## config.mk

```make
export PLATFORM = sky130hd
export DESIGN_NAME = instr_enc_flat
export DESIGN_NICKNAME = d
export VERILOG_FILES = /design/src/rtl/instr_enc_pkg.sv /design/src/rtl/instr_enc_if.sv /design/src/rtl/instr_enc_ext_need.sv /design/src/rtl/instr_enc.sv /design/src/flat_wrapper.sv
export SDC_FILE = /design/constraint.sdc
export NUM_CORES = 1
export LEC_CHECK = 0
export ABC_CLOCK_PERIOD_IN_PS = 2100
export CORE_MARGIN = 2
export CORE_UTILIZATION = 35
export DETAILED_ROUTE_END_ITERATION = 7
export DONT_BUFFER_PORTS = 1
export PLACE_DENSITY = 0.54
export SYNTH_ARGS = -nofsm -noshare
export SYNTH_HDL_FRONTEND = slang
export SYNTH_SLANG_ARGS = --single-unit
```

## constraint.sdc

```tcl
create_clock -name clk -period 2.1 [get_ports clk]
set_input_delay 0.21 -clock clk [delete_from_list [all_inputs] [get_ports clk]]
set_output_delay 0.21 -clock clk [all_outputs]
set_load 0.01 [all_outputs]
```

## src/rtl/instr_enc_pkg.sv

```systemverilog
// ---------------------------------------------------------------------------
// instr_enc_pkg
// Shared definitions for the MSP430 instruction encoder:
//   - instruction format codes (Format I, Format II, Jump)
//   - Format II opcode constants (RRC .. RETI)
//   - constant-generator / special register indices (R0, R2, R3)
//   - encoder FSM state encoding
//   - enc_opword(): builds the first (opcode) word of an instruction
// ---------------------------------------------------------------------------
package instr_enc_pkg;

    localparam logic [1:0] FMT_ILL = 2'd0;
    localparam logic [1:0] FMT_I   = 2'd1;
    localparam logic [1:0] FMT_II  = 2'd2;
    localparam logic [1:0] FMT_J   = 2'd3;

    localparam logic [2:0] OP2_RRC  = 3'b000;
    localparam logic [2:0] OP2_SWPB = 3'b001;
    localparam logic [2:0] OP2_RRA  = 3'b010;
    localparam logic [2:0] OP2_SXT  = 3'b011;
    localparam logic [2:0] OP2_PUSH = 3'b100;
    localparam logic [2:0] OP2_CALL = 3'b101;
    localparam logic [2:0] OP2_RETI = 3'b110;
    localparam logic [2:0] OP2_BAD  = 3'b111;

    localparam logic [3:0] REG_R0 = 4'd0;
    localparam logic [3:0] REG_R2 = 4'd2;
    localparam logic [3:0] REG_R3 = 4'd3;

    localparam logic [15:0] RETI_WORD = 16'h1300;

    typedef enum logic [2:0] {
        ST_IDLE = 3'd0,
        ST_OPW  = 3'd1,
        ST_SRCX = 3'd2,
        ST_DSTX = 3'd3,
        ST_ERR  = 3'd4
    } state_t;

    // Opcode word for a legal request. Illegal formats yield 0; the caller
    // never emits it in that case.
    function automatic logic [15:0] enc_opword(
        input logic [1:0] fmt,
        input logic [3:0] op,
        input logic [3:0] sa,
        input logic [3:0] da,
        input logic [1:0] as_m,
        input logic       ad,
        input logic       bw,
        input logic [9:0] off
    );
        logic [15:0] w;
        w = 16'h0000;
        case (fmt)
            FMT_I:  w = {op, sa, ad, bw, as_m, da};
            FMT_II: begin
                // RETI has no operand; its word is fixed regardless of fields.
                if (op[2:0] == OP2_RETI) w = RETI_WORD;
                else                     w = {6'b000100, op[2:0], bw, as_m, da};
            end
            FMT_J:  w = {3'b001, op[2:0], off};
            default: w = 16'h0000;
        endcase
        return w;
    endfunction

endpackage

```

## src/rtl/instr_enc_if.sv

```systemverilog
// ---------------------------------------------------------------------------
// instr_enc_if
// Request and word-stream bundle of the instruction encoder.
//   Request side : req_valid/req_ready plus the decoded instruction fields.
//   Word side    : MDB_in/word_valid/word_ready with word_first/word_last.
//   enc_err      : one-cycle pulse when a request is rejected as illegal.
// Handshake semantics (both channels): a transfer happens on a rising clk
// edge where valid && ready; once valid is high the producer holds valid and
// the payload stable until that transfer happens.
// Modports:
//   slave  - the encoder (consumes requests, produces words)
//   master - the requester / word consumer
// ---------------------------------------------------------------------------
interface instr_enc_if;
    logic        req_valid;
    logic        req_ready;
    logic [1:0]  FORMAT;
    logic [3:0]  OPCODE;
    logic [3:0]  reg_SA;
    logic [3:0]  reg_DA;
    logic [1:0]  As;
    logic        Ad;
    logic        BW;
    logic [9:0]  jmp_off;
    logic [15:0] src_ext;
    logic [15:0] dst_ext;
    logic [15:0] MDB_in;
    logic        word_valid;
    logic        word_ready;
    logic        word_first;
    logic        word_last;
    logic        enc_err;

    modport slave (
        input  req_valid, FORMAT, OPCODE, reg_SA, reg_DA, As, Ad, BW,
               jmp_off, src_ext, dst_ext, word_ready,
        output req_ready, MDB_in, word_valid, word_first, word_last, enc_err
    );

    modport master (
        output req_valid, FORMAT, OPCODE, reg_SA, reg_DA, As, Ad, BW,
               jmp_off, src_ext, dst_ext, word_ready,
        input  req_ready, MDB_in, word_valid, word_first, word_last, enc_err
    );
endinterface

```

## src/rtl/instr_enc_ext_need.sv

```systemverilog
// ---------------------------------------------------------------------------
// instr_ext_need
// Combinational classification of a decoded instruction request.
// Ports:
//   format_i, opcode_i, reg_sa_i, reg_da_i, as_i, ad_i, bw_i : request fields
//   need_src_o : a source extension word follows the opcode word
//   need_dst_o : a destination extension word follows
//   illegal_o  : request cannot be encoded
// ---------------------------------------------------------------------------
module instr_ext_need
    import instr_enc_pkg::*;
(
    input  logic [1:0] format_i,
    input  logic [3:0] opcode_i,
    input  logic [3:0] reg_sa_i,
    input  logic [3:0] reg_da_i,
    input  logic [1:0] as_i,
    input  logic       ad_i,
    input  logic       bw_i,
    output logic       need_src_o,
    output logic       need_dst_o,
    output logic       illegal_o
);
    logic [3:0] src_reg;
    logic       ext_mode;

    // Format II carries its only operand in the destination register field.
    assign src_reg = (format_i == FMT_I) ? reg_sa_i : reg_da_i;

    // Indexed/symbolic/absolute (As=01 except the R3 constant) and
    // immediate (@PC+) both take an extension word.
    assign ext_mode = ((as_i == 2'b01) && (src_reg != REG_R3)) ||
                      ((as_i == 2'b11) && (src_reg == REG_R0));

    always_comb begin
        need_src_o = 1'b0;
        need_dst_o = 1'b0;
        illegal_o  = 1'b0;
        case (format_i)
            FMT_I: begin
                illegal_o  = (opcode_i < 4'd4);
                need_src_o = ext_mode;
                need_dst_o = ad_i;
            end
            FMT_II: begin
                illegal_o  = (opcode_i[2:0] == OP2_BAD) ||
                             (bw_i && ((opcode_i[2:0] == OP2_SWPB) ||
                                       (opcode_i[2:0] == OP2_SXT)  ||
                                       (opcode_i[2:0] == OP2_CALL)));
                need_src_o = ext_mode && (opcode_i[2:0] != OP2_RETI);
            end
            FMT_J: begin
                illegal_o = 1'b0;
            end
            default: begin
                illegal_o = 1'b1;
            end
        endcase
    end
endmodule

```

## src/rtl/instr_enc.sv

```systemverilog
// ---------------------------------------------------------------------------
// instr_enc
// MSP430 instruction encoder: accepts one decoded instruction request and
// emits its opcode word followed by any source and destination extension
// words, one word per handshake.
// Ports:
//   clk     : system clock, rising edge
//   rst_n   : asynchronous active-low reset
//   bus     : instr_enc_if.slave (request channel, word stream, enc_err)
//   state_o : current FSM state (debug)
// ---------------------------------------------------------------------------
module instr_enc
    import instr_enc_pkg::*;
(
    input  logic         clk,
    input  logic         rst_n,
    instr_enc_if.slave   bus,
    output state_t       state_o
);
    state_t      state_q, state_d;
    logic [15:0] mdb_q, mdb_d;
    logic [15:0] src_ext_q, dst_ext_q;
    logic        need_src_q, need_dst_q;
    logic        live_q;    // low until the first edge after reset release

    logic        need_src, need_dst, illegal;
    logic        accept, take;
    logic        req_ready, word_valid;
    logic [15:0] opword;

    instr_ext_need u_ext_need (
        .format_i   (bus.FORMAT),
        .opcode_i   (bus.OPCODE),
        .reg_sa_i   (bus.reg_SA),
        .reg_da_i   (bus.reg_DA),
        .as_i       (bus.As),
        .ad_i       (bus.Ad),
        .bw_i       (bus.BW),
        .need_src_o (need_src),
        .need_dst_o (need_dst),
        .illegal_o  (illegal)
    );

    assign opword = enc_opword(bus.FORMAT, bus.OPCODE, bus.reg_SA, bus.reg_DA,
                               bus.As, bus.Ad, bus.BW, bus.jmp_off);

    assign req_ready  = live_q && (state_q == ST_IDLE);
    assign word_valid = (state_q == ST_OPW) || (state_q == ST_SRCX) ||
                        (state_q == ST_DSTX);
    assign accept     = bus.req_valid && req_ready;
    assign take       = word_valid && bus.word_ready;

    // Next state and next word. MDB_in is loaded with the following word on
    // the same edge that takes the current one, so words stream back to back.
    always_comb begin
        state_d = state_q;
        mdb_d   = mdb_q;
        case (state_q)
            ST_IDLE: begin
                if (accept) begin
                    if (illegal) begin
                        state_d = ST_ERR;
                        mdb_d   = 16'h0000;
                    end else begin
                        state_d = ST_OPW;
                        mdb_d   = opword;
                    end
                end
            end
            ST_OPW: begin
                if (take) begin
                    if (need_src_q) begin
                        state_d = ST_SRCX;
                        mdb_d   = src_ext_q;
                    end else if (need_dst_q) begin
                        state_d = ST_DSTX;
                        mdb_d   = dst_ext_q;
                    end else begin
                        state_d = ST_IDLE;
                        mdb_d   = 16'h0000;
                    end
                end
            end
            ST_SRCX: begin
                if (take) begin
                    if (need_dst_q) begin
                        state_d = ST_DSTX;
                        mdb_d   = dst_ext_q;
                    end else begin
                        state_d = ST_IDLE;
                        mdb_d   = 16'h0000;
                    end
                end
            end
            ST_DSTX: begin
                if (take) begin
                    state_d = ST_IDLE;
                    mdb_d   = 16'h0000;
                end
            end
            ST_ERR: begin
                state_d = ST_IDLE;
            end
            default: begin
                state_d = ST_IDLE;
                mdb_d   = 16'h0000;
            end
        endcase
    end

    always_ff @(posedge clk or negedge rst_n) begin
        if (!rst_n) begin
            state_q    <= ST_IDLE;
            mdb_q      <= 16'h0000;
            src_ext_q  <= 16'h0000;
            dst_ext_q  <= 16'h0000;
            need_src_q <= 1'b0;
            need_dst_q <= 1'b0;
            live_q     <= 1'b0;
        end else begin
            state_q <= state_d;
            mdb_q   <= mdb_d;
            live_q  <= 1'b1;
            if (accept) begin
                src_ext_q  <= bus.src_ext;
                dst_ext_q  <= bus.dst_ext;
                need_src_q <= need_src && !illegal;
                need_dst_q <= need_dst && !illegal;
            end
        end
    end

    assign bus.req_ready  = req_ready;
    assign bus.word_valid = word_valid;
    assign bus.MDB_in     = mdb_q;
    assign bus.word_first = (state_q == ST_OPW);
    assign bus.word_last  = ((state_q == ST_OPW)  && !need_src_q && !need_dst_q) ||
                            ((state_q == ST_SRCX) && !need_dst_q) ||
                            (state_q == ST_DSTX);
    assign bus.enc_err    = (state_q == ST_ERR);
    assign state_o        = state_q;
endmodule

```

## src/flat_wrapper.sv

```systemverilog
// flat-port wrapper written by rule: the top's interface ports become plain ports
module instr_enc_flat import instr_enc_pkg::*;
  (clk, rst_n, state_o, bus_req_valid, bus_FORMAT, bus_OPCODE, bus_reg_SA, bus_reg_DA, bus_As, bus_Ad, bus_BW, bus_jmp_off, bus_src_ext, bus_dst_ext, bus_word_ready, bus_req_ready, bus_MDB_in, bus_word_valid, bus_word_first, bus_word_last, bus_enc_err);
  instr_enc_if bus_i ();
  input  logic clk;
  input  logic rst_n;
  output state_t state_o;
  input wire logic [$bits(bus_i.req_valid)-1:0] bus_req_valid;
  input wire logic [$bits(bus_i.FORMAT)-1:0] bus_FORMAT;
  input wire logic [$bits(bus_i.OPCODE)-1:0] bus_OPCODE;
  input wire logic [$bits(bus_i.reg_SA)-1:0] bus_reg_SA;
  input wire logic [$bits(bus_i.reg_DA)-1:0] bus_reg_DA;
  input wire logic [$bits(bus_i.As)-1:0] bus_As;
  input wire logic [$bits(bus_i.Ad)-1:0] bus_Ad;
  input wire logic [$bits(bus_i.BW)-1:0] bus_BW;
  input wire logic [$bits(bus_i.jmp_off)-1:0] bus_jmp_off;
  input wire logic [$bits(bus_i.src_ext)-1:0] bus_src_ext;
  input wire logic [$bits(bus_i.dst_ext)-1:0] bus_dst_ext;
  input wire logic [$bits(bus_i.word_ready)-1:0] bus_word_ready;
  output wire logic [$bits(bus_i.req_ready)-1:0] bus_req_ready;
  output wire logic [$bits(bus_i.MDB_in)-1:0] bus_MDB_in;
  output wire logic [$bits(bus_i.word_valid)-1:0] bus_word_valid;
  output wire logic [$bits(bus_i.word_first)-1:0] bus_word_first;
  output wire logic [$bits(bus_i.word_last)-1:0] bus_word_last;
  output wire logic [$bits(bus_i.enc_err)-1:0] bus_enc_err;
  assign bus_i.req_valid = bus_req_valid;
  assign bus_i.FORMAT = bus_FORMAT;
  assign bus_i.OPCODE = bus_OPCODE;
  assign bus_i.reg_SA = bus_reg_SA;
  assign bus_i.reg_DA = bus_reg_DA;
  assign bus_i.As = bus_As;
  assign bus_i.Ad = bus_Ad;
  assign bus_i.BW = bus_BW;
  assign bus_i.jmp_off = bus_jmp_off;
  assign bus_i.src_ext = bus_src_ext;
  assign bus_i.dst_ext = bus_dst_ext;
  assign bus_i.word_ready = bus_word_ready;
  assign bus_req_ready = bus_i.req_ready;
  assign bus_MDB_in = bus_i.MDB_in;
  assign bus_word_valid = bus_i.word_valid;
  assign bus_word_first = bus_i.word_first;
  assign bus_word_last = bus_i.word_last;
  assign bus_enc_err = bus_i.enc_err;
  instr_enc u_core (.clk(clk), .rst_n(rst_n), .bus(bus_i), .state_o(state_o));
endmodule
```

# Word-level counts from Yosys, hierarchy flattened
# Cells that the tools add are included.
[totals]
ff_bits = 54
latch_bits = 0
mem_bits_rw = 0
romBits = 0
in_bits = 64
output_inout_bits = 24
elab_cells = 78
n_memories = 0
[classes]
addsub = 0
n_mul = 0
n_div = 0
order_cmp = 1
n_eq_ne = 20
shifts = 0
n_mux = 22
n_bitwise = 1
reduce_logical = 27
[ops]
columns = ["cell", "count"]
rows = [
  ["$mux 16", 7],
  ["$pmux 16 s5", 1],
  ["$pmux 16 s3", 1],
  ["$mux 3", 6],
  ["$eq 3x3->1 const B", 4],
  ["$logic_and 1x1->1", 12],
  ["$pmux 3 s4", 1],
  ["$mux 10", 1],
  ["$eq 3x2->1 const B", 3],
  ["$logic_or 1x1->1", 8],
  ["$ne 2x1->1 const B", 4],
  ["$eq 2x2->1 const B", 3],
  ["$eq 3x1->1 const B", 2],
  ["$reduce_and 5->1", 1],
  ["$eq 2x1->1 const B", 2],
  ["$logic_not 4->1", 1],
  ["$lt 4x3->1 const B", 1],
  ["$mux 4", 1],
  ["$ne 4x2->1 const B", 1],
  ["$reduce_and 4->1", 1],
  ["$logic_not 1->1", 3],
  ["$logic_not 3->1", 1],
  ["$ne 3x3->1 const B", 1],
  ["$pmux 1 s3", 1],
  ["other kinds (4)", 4],
]

# Logic depth before layout (Yosys ltp)
[depth]
word_depth = 9
depth_mapped = 9
depth_no_buf = 7

# Hierarchy
# A second synthesis with hierarchy kept.
[hier_totals]
cells_unflattened = 260
area_unflattened_um2 = 2991.6
[modules_own_cells]
columns = ["mod", "instances", "cells_per_inst", "area_each_um2", "seq_area_each_um2"]
rows = [
  ["instr_enc", 1, 236, 2808.9, 1351.3],
  ["instr_ext_need", 1, 24, 182.7, 0.0],
]

# Worst setup path before layout
# No wires, ideal clock.
[synth_timing]
path_type = "reg-to-reg"
start = "register u_core.state_q[1] (netlist: u_core.state_o[1])"
end = "register u_core.mdb_q[3] (netlist: u_core.bus.MDB_in[3])"
setup_time_ns = 0.142
arrival_time_ns = 1.687
t_required_ns = 1.958
slack_ns = 0.272
path_stages_with_launch = 9
n_path_buf = 3
period_less_slack_ns = 1.828
path_cell_list = "dfrtp_1 > buf_4 > nor3_4 > nand3_4 > o21a_1 > buf_6 > buf_6 > a222oi_1 > a22oi_1"
[synth_between]
elab_chain_len = 6
word_cells_on_any_way = 17
cone_classes = "eq/ne: 8; mux: 1; bitwise: 1; reduce/logical: 7"
[synth_rtl]
columns = ["element", "line", "source"]
rows = [
  ["start, declared", "instr_enc.sv:20", "state_t state_q, state_d;"],
  ["start signal, assigned", "instr_enc.sv:121", "state_q <= state_d;"],
  ["$eq 3x1->1 / $eq 3x2->1 (equally long branches)", "instr_enc.sv:48, instr_enc.sv:58", ""],
  ["$logic_or 1x1->1 (2 in series)", "instr_enc.sv:48", "assign word_valid = (state_q == ST_OPW) || (state_q == ST_SRCX) ||"],
  ["$logic_and 1x1->1", "instr_enc.sv:51", "assign take = word_valid && bus.word_ready;"],
  ["$ne 2x1->1 (no line)", "n/a", ""],
  ["$reduce_and 5->1 (no line)", "n/a", ""],
  ["end signal, assigned", "instr_enc.sv:122", "mdb_q <= mdb_d;"],
  ["end, declared", "instr_enc.sv:21", "logic [15:0] mdb_q, mdb_d;"],
]
# Parallel ways exist; a longest one is shown, timed or not.
# A chain may end at the register's enable or synchronous reset.

# Worst setup path after layout
[layout_timing]
start = "register u_core.state_q[2] (netlist: u_core.state_o[2])"
end = "register u_core.mdb_q[10] (netlist: u_core.bus.MDB_in[10])"
# Same word-level chain as after synthesis.

==> out/metrics.cfg <==
[synthesis]
syn_area_per_cell_um2 = 8.84
yosys_warnings = 0
ys_async_sr_fraction = 1.00
synth_seq_area_share = 0.491
synth-seq-cells = 54
synth-edff-count = 0
synth_cell_types = 39
synth_ff_type = dfrtp_1
synth_cells = 311
syn_area_mm2 = 0.00275
synth_fp_nets = 379

[global_route]
antenna_found_initial = 0
grt_max_degree = 55
grt_pass1_wl_mm = 12.7
grt_usage = 0.192
grt_pass1_vias = 2312
grt_overflow = 0

[floorplan]
rows = 32
start_util = 0.358
ioPinCount = 88
die_h_um = 92.6
coreArea_mm2 = 0.00769
die_w_um = 92.6
die-area_mm2 = 0.00858

[power_and_ir_drop]
p_int_w = 0.00226
p_leak_nw = 1.54
sw_frac_of_total = 0.381
p_seq_frac = 0.487
clockPowerShare = 0.201
p_comb_frac = 0.311
powerDensity_mw_per_mm2 = 1110
ir_worst_vdd_mv = 0.424
p_sw_w = 0.00139

[detailed_routing]
via_per_inst = 5.39
drtAntennaViolNets = 0
dr.pass1.iters = 5
drtIter0Drc = 157
wl_mm = 8.02
route.detailed.drc = 0
avgRoutedWirePerCell_um = 18.3
vias = 2361

[clock_tree]
clk_pin_slew_worst_paths_ns = 0.11
clk_root_buffer_cell = clkbuf_8
insertion_delay_ns = 0.32
cts_buffers = 5
cts_sinks = 54
post_cts_buffers = 0
ctsHtreeMaxLevel = 2
cts_tree = built
cts_buffer_depth = 2

[placed_design]
dpl-instance-area_mm2 = 0.00287
place_congestion = 0.788
port_buffers = 0
post-dp-hpwl_mm = 5.53

[final_layout]
final_cell_mix = nand2_1 (128), dfrtp_1 (54), dlygate4sd3_1 (27), a222oi_1 (18), a22oi_1 (14)
layout_commonest_cell = nand2_1
drive_gt1_frac = 0.0744
layout.nets = 403
diodes = 0
final_cell_area_mm2 = 0.00329
nFillCells = 814
area_growth_pct = 19.5

[critical_path]
cp.arrival_ns = 2.08
cp_data_required_time_ns = 2.35
crit_type = reg2reg
critPathLaunchType = register
path_max_fanout = 11
critPathLaunch = u_core.state_o[2]
r2r_start = u_core.state_o[2]
end_kind = register

[min_path]
min_from = bus_src_ext[12]
hp-class = in2reg

[timing]
rsz0062_at_grt = false
worst_pin_slew_ns = 0.751
setup_violations = 0
finalClockSkew_ns = 0.00963
timing.setup.tns_ns = 0
max-slew-margin-rel = 0.498
hold_violations = 0
maxSlewViolCount = 0
timing.final.crit_period_ns = 1.84
fmax_mhz = 544
fin_crit_sh = 0.876

[outcome]
status = finished clean

[run]
maxCapViolCount = 0

critical path: stages (launching register included):
cell,delay [ns]
dfrtp_1,0.52
nor3_4,0.28
and2_1,0.48
buf_4,0.24
nand2_1,0.09
a22oi_1,0.16
state kept, by name (all words and copies together), names as in the netlist:
signal and cells:
u_core.state_o 3, u_core.src_ext_q 16, u_core.need_src_q 1, u_core.need_dst_q 1, u_core.live_q 1, u_core.bus.MDB_in 16
u_core.dst_ext_q 16
path summary, 6_finish.rpt:
kind	endpoint	slack (ns)	cells past startpoint
max in group asynchronous	u_core.dst_ext_q[9]	1.41	2
max	u_core.bus.MDB_in[10]	0.26	5
min	u_core.src_ext_q[12]	0.01	2
min in group asynchronous	u_core.need_dst_q	0.46	2
min reg2reg	u_core.dst_ext_q[9]	0.48	2
max reg2reg	u_core.bus.MDB_in[10]	0.26	5
routing by layer:
layer	track usage	vias to the layer above	part of all wire
li1	-	1133	-
met1	0.245	1146	0.42
met2	0.307	73	0.47
met3	0.0667	9	0.088
met4	0.0625	0	0.015
met5	0	-	0
logic make-up after synthesis:
logic type,Yosys count,share of synthesized area
adders and majority gates,4,0.0182
other,1,0.00136
DFF,54,0.491
AOI/OAI and AO/OA,64,0.189
buffers and inverters,29,0.0528
and+or+nand+nor,159,0.247
synth_stat cells (2+ instances only):
cell type  instances  area share
nor3_1             2      0.0036
a22oi_1           14       0.038
a21o_1             3      0.0082
and2_1             3      0.0068
buf_2              5      0.0091
nand3b_1           2      0.0055
nand2_1          128        0.17
a22o_1             9       0.029
nand2b_1           3      0.0068
inv_1              7      0.0096
nor2_1             8       0.011
nand3_1            3      0.0055
buf_6              3       0.012
o21ai_0            8       0.015
ha_1               4       0.018
a222oi_1          18       0.066
buf_4              2      0.0055
clkbuf_1          12       0.016
a21oi_1            4      0.0073
dfrtp_1           54        0.49
final cells by class:
class	count	area, um^2	share of cell area
Sequential cell	54	1350	0.411
Multi-Input combinational cell	228	1260	0.383
Timing Repair Buffer	39	405	0.123
Tap cell	102	128	0.0388
Clock buffer	5	68.8	0.0209
Clock inverter	3	47.5	0.0145
Inverter	7	26.3	0.00799
what timing repair did:
item                       4_1_cts  5_1_grt
gates resized for setup          1        0
hold endpoints to repair        79        1
setup endpoints to repair        4        0
hold buffers                    27        1
stage by stage:
step                      hold slack (ns)  setup WS, ns  utilization  instances  power (W)
after floorplan                   -0.0856         0.272            -        311    0.00256
after global placement            -0.0838        0.0602        0.373        402    0.00285
after detailed placement          -0.0831      -0.00801        0.373        402    0.00287
after CTS                         0.00231         0.309        0.426        437    0.00369
after global routing              0.00136         0.124        0.428        438    0.00394
final                              0.0119         0.260        0.428        438    0.00364
power by group through the flow:
stage               Combinational, W  Clock, W  Sequential [W]
detailed placement           0.00107         0         0.00180
CTS                          0.00115  0.000758         0.00178
floorplan                   0.000877         0         0.00168
global route                 0.00131  0.000794         0.00183
global placement             0.00105         0         0.00180
finish                       0.00113  0.000733         0.00178
No activity file was read; power rests on OpenSTA's default activity.
